<file path="src/rtl/slice_header_parser.sv">
// Slice header parser: pulls the fixed six-byte slice header off the byte stream
// and skips any extra header bytes.
module slice_header_parser #(
   parameter int MIN_HDR_BYTES = 6
) (
   input  logic        clock,
   input  logic        reset_n,
   input  logic        start,
   input  logic        in_valid,
   input  logic [7:0]  in_data,
   output logic        in_ready,
   output logic        busy,
   output logic        hdr_valid,
   output logic        error,
   output logic [4:0]  hdr_size,
   output logic [2:0]  reserved,
   output logic [7:0]  qscale,
   output logic [15:0] y_size,
   output logic [15:0] cb_size
);

   localparam logic [4:0] MIN_SIZE = 5'(MIN_HDR_BYTES);

   typedef enum logic [3:0] {
      IDLE = 4'd0,
      B0   = 4'd1,
      B1   = 4'd2,
      B2   = 4'd3,
      B3   = 4'd4,
      B4   = 4'd5,
      B5   = 4'd6,
      SKIP = 4'd7,
      DONE = 4'd8,
      ERR  = 4'd9
   } state_t;

   state_t      state_r;
   state_t      next_s;
   logic [4:0]  skip_cnt_r;
   logic [4:0]  skip_next_s;
   logic        accept_s;
   logic        next_rdy_s;

   // in_ready is registered, so it is already a pure function of state_r
   assign accept_s = in_valid && in_ready;

   // State and skip counter register
   always_ff @(posedge clock or negedge reset_n) begin
      if (!reset_n) begin
         state_r    <= IDLE;
         skip_cnt_r <= 5'd0;
      end else begin
         state_r    <= next_s;
         skip_cnt_r <= skip_next_s;
      end
   end

   // Next-state and skip counter logic
   always_comb begin
      next_s      = state_r;
      skip_next_s = skip_cnt_r;
      case (state_r)
         IDLE: begin
            if (start) begin
               next_s = B0;
            end else begin
               next_s = IDLE;
            end
         end
         B0: begin
            if (accept_s) begin
               if (in_data[7:3] < MIN_SIZE) begin
                  next_s = ERR;
               end else begin
                  next_s      = B1;
                  skip_next_s = in_data[7:3] - MIN_SIZE;
               end
            end else begin
               next_s = B0;
            end
         end
         B1: begin
            if (accept_s) next_s = B2;
            else          next_s = B1;
         end
         B2: begin
            if (accept_s) next_s = B3;
            else          next_s = B2;
         end
         B3: begin
            if (accept_s) next_s = B4;
            else          next_s = B3;
         end
         B4: begin
            if (accept_s) next_s = B5;
            else          next_s = B4;
         end
         B5: begin
            if (accept_s) begin
               if (skip_cnt_r == 5'd0) next_s = DONE;
               else                    next_s = SKIP;
            end else begin
               next_s = B5;
            end
         end
         SKIP: begin
            if (accept_s) begin
               skip_next_s = skip_cnt_r - 5'd1;
               if (skip_cnt_r == 5'd1) next_s = DONE;
               else                    next_s = SKIP;
            end else begin
               next_s = SKIP;
            end
         end
         DONE:    next_s = IDLE;
         ERR:     next_s = IDLE;
         default: next_s = IDLE;
      endcase
   end

   // Byte-accepting states, evaluated on the next state so in_ready can be registered
   always_comb begin
      case (next_s)
         B0, B1, B2, B3, B4, B5, SKIP: next_rdy_s = 1'b1;
         default:                      next_rdy_s = 1'b0;
      endcase
   end

   // Status outputs registered from the next state so they line up with state_r
   always_ff @(posedge clock or negedge reset_n) begin
      if (!reset_n) begin
         in_ready  <= 1'b0;
         busy      <= 1'b0;
         hdr_valid <= 1'b0;
         error     <= 1'b0;
      end else begin
         in_ready  <= next_rdy_s;
         busy      <= (next_s != IDLE);
         hdr_valid <= (next_s == DONE);
         error     <= (next_s == ERR);
      end
   end

   // Field capture; fields persist across headers until overwritten
   always_ff @(posedge clock or negedge reset_n) begin
      if (!reset_n) begin
         hdr_size <= 5'd0;
         reserved <= 3'd0;
         qscale   <= 8'd0;
         y_size   <= 16'd0;
         cb_size  <= 16'd0;
      end else if (accept_s) begin
         case (state_r)
            B0: begin
               hdr_size <= in_data[7:3];
               reserved <= in_data[2:0];
            end
            B1:      qscale        <= in_data;
            B2:      y_size[15:8]  <= in_data;
            B3:      y_size[7:0]   <= in_data;
            B4:      cb_size[15:8] <= in_data;
            B5:      cb_size[7:0]  <= in_data;
            default: hdr_size      <= hdr_size;
         endcase
      end else begin
         hdr_size <= hdr_size;
      end
   end

endmodule

</file>
<file path="config.mk">
export PLATFORM = sky130hd
export DESIGN_NAME = slice_header_parser
export DESIGN_NICKNAME = d
export VERILOG_FILES = /design/src/rtl/slice_header_parser.sv
export SDC_FILE = /design/constraint.sdc
export NUM_CORES = 1
export LEC_CHECK = 0
export ABC_AREA = 1
export CAP_MARGIN = 25
export CORE_MARGIN = 4
export CORE_UTILIZATION = 49
export CTS_CLUSTER_SIZE = 30
export DETAILED_ROUTE_END_ITERATION = 8
export PLACE_DENSITY = 0.8
export SLEW_MARGIN = 20
export SYNTH_ARGS = -nofsm -noshare
export SYNTH_HDL_FRONTEND = slang
export SYNTH_SLANG_ARGS = --single-unit
</file>
<file path="constraint.sdc">
create_clock -name clock -period 1.6 [get_ports clock]
set_input_delay 0.16 -clock clock [delete_from_list [all_inputs] [get_ports clock]]
set_output_delay 0.16 -clock clock [all_outputs]
set_load 0.03 [all_outputs]
</file>
Word level (Yosys, flattened, before mapping)
Cells that the tools add are included.
{"block": "word_totals", "ff_bits": 61}
{"block": "classes", "n_addsub": 2, "magnitude_cmp": 1, "n_eq_ne": 20, "muxes": 17, "n_reduce_logical": 13}
{"cell": "== test 4 x 3 -> 1 bit (second input constant)", "count": 8}
{"cell": "case mux 4 bit (8 select lines)", "count": 1}
{"cell": "two-way mux 4 bit", "count": 6}
{"cell": "== test 4 x 2 -> 1 bit (second input constant)", "count": 4}
{"cell": "two-way mux 5 bit", "count": 3}
{"cell": "AND reduction 2 bit", "count": 6}
{"cell": "case mux 5 bit (2 select lines)", "count": 1}
{"cell": "== test 4 x 1 -> 1 bit (second input constant)", "count": 2}
{"cell": "== test 4 bit (second input constant)", "count": 2}
{"cell": "OR reduction 7 bit", "count": 1}
{"cell": "inequality test 2 bit (second input constant)", "count": 3}
{"cell": "== test 5 x 1 -> 1 bit (second input constant)", "count": 1}
{"cell": "zero test 5 bit", "count": 1}
{"cell": "less-than comparator 5 x 3 -> 1 bit (second input constant)", "count": 1}
{"cell": "subtractor 5 x 1 -> 5 bit (second input constant)", "count": 1}
{"cell": "subtractor 5 x 3 -> 5 bit (second input constant)", "count": 1}
{"cell": "zero test 4 bit", "count": 1}
{"cell": "two-way mux 1 bit", "count": 4}
{"cell": "AND reduction 4 bit", "count": 1}
{"cell": "nonzero test 4 bit", "count": 1}
{"cell": "two-way mux 3 bit", "count": 1}
{"cell": "two-way mux 2 bit", "count": 1}
{"cell": "nonzero test 2 bit", "count": 1}
{"cell": "logical AND 1 bit", "count": 1}

Logic depth before layout (Yosys ltp)
{"block": "logic_depth", "depth_word": 7, "mapped_depth": 11, "depth_no_buf": 11}

Worst setup path after synthesis
Ideal clock, no wire load.
{"block": "synth_path", "path_type": "flip-flop to flip-flop", "start": "reg in_ready", "end": "reg in_ready", "setup_ns": 0.113, "arrival_time_ns": 1.391, "t_required_ns": 1.487, "setup_slack_ns": 0.096, "path_stages_with_launch": 10, "path_cell_list": "dfrtp_1 nand2_4 inv_2 nand3_1 nand2_1 nand3_1 nor2_1 nand3_1 nand2_1 inv_1"}
{"block": "synth_between", "elab_chain_cells": 6, "word_cells_on_any_way": 18}
{"item": "start, declared", "line_no": "11", "text": "output logic in_ready,"}
{"item": "start signal, assigned", "line_no": "137", "text": "in_ready <= next_rdy_s;"}
{"item": "logical AND 1 bit *", "line_no": "45", "text": "assign accept_s = in_valid && in_ready;"}
{"item": "two-way mux 4 bit, or another cell as far along", "line_no": "107", "text": "if (accept_s) begin"}
{"item": "case mux 4 bit (8 select lines) *", "line_no": "62", "text": "case (state_r)"}
{"item": "== test 4 x 1 -> 1 bit, or another cell as far along", "line_no": "123", "text": "case (next_s)"}
{"item": "OR reduction 7 bit *", "line_no": "123"}
{"item": "two-way mux 1 bit *", "line_no": "123"}
{"item": "net next_rdy_s", "line_no": "42", "text": "logic next_rdy_s;"}
Mark *: on every way through the listed nets, which the timed path passes. The rest lies on a longest branch.
A chain may end at the register's enable or synchronous reset.

Worst setup path after layout
{"block": "layout_path", "start": "reg in_ready", "end": "out in_ready"}
No word-level cell between the ends.

==> reports/results.txt <==
Run status: finished clean
Filler instances: 382
Critical path's slowest cell: clkdlybuf4s50_1
Leakage: 0.00183 µW
Switching share of power: 0.417
FF-to-FF Start: skip_cnt_r[1]
ANT cells: 0
Critical Path AT: 1410 ps
Crit path launch: in_ready
DR vias/cell: 5.10
Period utilization: 0.982
Layout cells sized above 1: 0.154
Skew-Pair Late Insertion Delay: 340 ps
Post-synthesis adder-cell area fraction: 0.0194
Cell family with most CP delay: buffers and inverters
R2R depth: 11
Total gr overflow: 0
Die height: 80.5 µm
Clock Power Share: 0.185
Synth area leaders: dfrtp_1, nand2_1, o21ai_0
Initial antenna violation count: 0
Core Region: 5110 µm²
Area Overhead vs Synth: 45.1%
CP Launch Type: register
Final Core Density: 0.732
Synthesized cell area: 2580 µm²
Iter 0 DRT Violations: 157
Largest net degree at the start of global routing: 62
Gpl congestion: 0.923
Int Power: 4840 µW
Pins over their slew limit: 0
Yosys top cell by area: dfrtp_1
WP data required: 1440 ps
Min Tclk post-route: 1570 ps
P_sw: 3460 µW
Worst-Margin Slew: 363 ps
Final setup violation count: 0
Comb power frac: 0.496
Setup WS post-layout: 29.1 ps
DRT Pass-1 Iters: 4
GRT Util Overall: 0.221
Die area: 6480 µm²
Largest family of logic cells by synthesized area: simple AND/OR/NAND/NOR gates
Worst VDD drop: 1.38 mV
Cells after Synth: 286
Dpl ws: -136 ps
Worst setup EP type: output port
First-pass GRT wire length: 10,700 µm
Compound-Gate Fraction of Synth Area: 0.131
Fin nets: 394
Drc violations: 0
Max_cap viols: 0
Initial Util: 0.504
# IOs: 64
Worst reg2reg endpoint: in_ready
Most frequent cells in the layout: nand2_1, dfrtp_1, clkdlybuf4s50_1
Vias in the first global route: 2,304
Yosys Warn Count: 0
Synth Net Count: 302
Relative slew slack: 0.758
Via Count: 2,311
Longest Clk Path Bufs: 2
Flops & latches, synth: 61
WP buf/inv: 1
Hold Vio Cnt, Final: 0
Crit path kind: register to output port
PD cells: 2220 nW/µm²
Post-DRT Antenna Nets: 0
Port Buffer Count: 63
Setup TNS: 0 ps
Flop pwr share: 0.319
Max Fclk: 0.637 GHz
Avg Inst Size Synth: 9.01 µm²
TritonCTS buffer count: 9
Distinct cells, synth: 25
HP Class: input port to async pin
CP Max Fanout: 2
# rows: 26
Tot Pwr: 8300 µW
DP HPWL: 4470 µm
H-tree depth: 3
Sequential area share after synthesis: 0.593
Clock skew: 9.76 ps
Root Driver: clkbuf_8
Synth top area share: 0.593
CTS tree: yes
Routed wire length: 6720 µm
Mux contribution to synthesized area: 0
CTS clk-pin slew, worst paths: 70 ps
Post-synthesis xor/xnor area fraction: 0.00680
CTS Sinks: 61
WL per Instance: 14.8 µm
Die width: 80.5 µm
CP max stage delay: 690 ps
Flop2flop setup slack: 80 ps
Cells along the critical path: clkdlybuf4s50_1
Commonest non-fill, non-tap cell in the layout: nand2_1
Post-synthesis simple-gate area fraction: 0.194
## how the worst max path moves through the flow
stage	end	slack, ps	depth (start not counted)
after floorplan	in_ready	100	9
after global placement	in_ready	-60	11
after detailed placement	in_ready	-140	10
after CTS	in_ready	10	1
after global routing	in_ready	-40	11
final	in_ready	30	1
## layer usage
layer,GRT usage,wire [µm],vias up
met1,0.278,2870,1112
met2,0.355,3200,89
met3,0.0639,591,4
met5,0,0,-
met4,0.0963,55,0
li1,-,-,1106
## final cells by class
class,instances,area (µm²),share of cell area
Timing Repair Buffer,86,846,0.226
Clock buffer,12,155,0.0415
Clock inverter,4,70.1,0.0187
Inverter,31,119,0.0318
Multi-Input combinational cell,189,933,0.250
Sequential cell,61,1530,0.408
Tap cell,70,87.6,0.0234
## tightest hold or removal path: stages
cell and delay (ps):
dlygate4sd3_1 520, buf_2 120, buf_12 280
## flip-flops by register name, summed over array words and instances (netlist names)
register	count
qscale	8
hdr_valid	1
busy	1
error	1
y_size	16
reserved	3
state_r	4
in_ready	1
hdr_size	5
cb_size	16
skip_cnt_r	5
## cell usage after synthesis (all sizes together)
cell type  number
nand2          80
xor2            1
nand4           2
nand3          12
nor3            1
dfrtp          61
a21oi           4
buf             3
a31oi           3
o211ai          1
ha              4
xnor2           1
nor2           23
inv            31
o21ai          56
clkbuf          3
## per-stage QoR
stage | instances | instance area [µm²] | hold WS [ps]
after floorplan | 286 | 2580 | -136
after global placement | 431 | 3440 | 190
after detailed placement | 431 | 3440 | 192
after CTS | 448 | 3670 | 369
after global routing | 453 | 3740 | 408
final | 453 | 3740 | 361
## timing repair
action | 4_1_cts | 5_1_grt
endpoints found under the setup margin | 0 | 9
gates resized for setup | 0 | 11
hold endpoints to repair | 61 | 0
hold buffers | 1 | 0
buffers inserted | 0 | 4
## cells by family after synthesis
logic type / count (synthesis)
simple gates: 118
flops: 61
compound gates: 64
xor+xnor: 2
buf+inv: 37
fa+ha+maj: 4
## power groups by stage
| stage | sequential [µW] | combinational [µW] | clock [µW] |
|---|---|---|---|
| floorplan | 3720 | 1160 | 0 |
| detailed placement | 2640 | 3950 | 0 |
| CTS | 2640 | 3970 | 1550 |
| global placement | 2630 | 3870 | 0 |
| global route | 2730 | 4450 | 1640 |
| finish | 2650 | 4110 | 1540 |
Power figures use the tool's default switching activity.
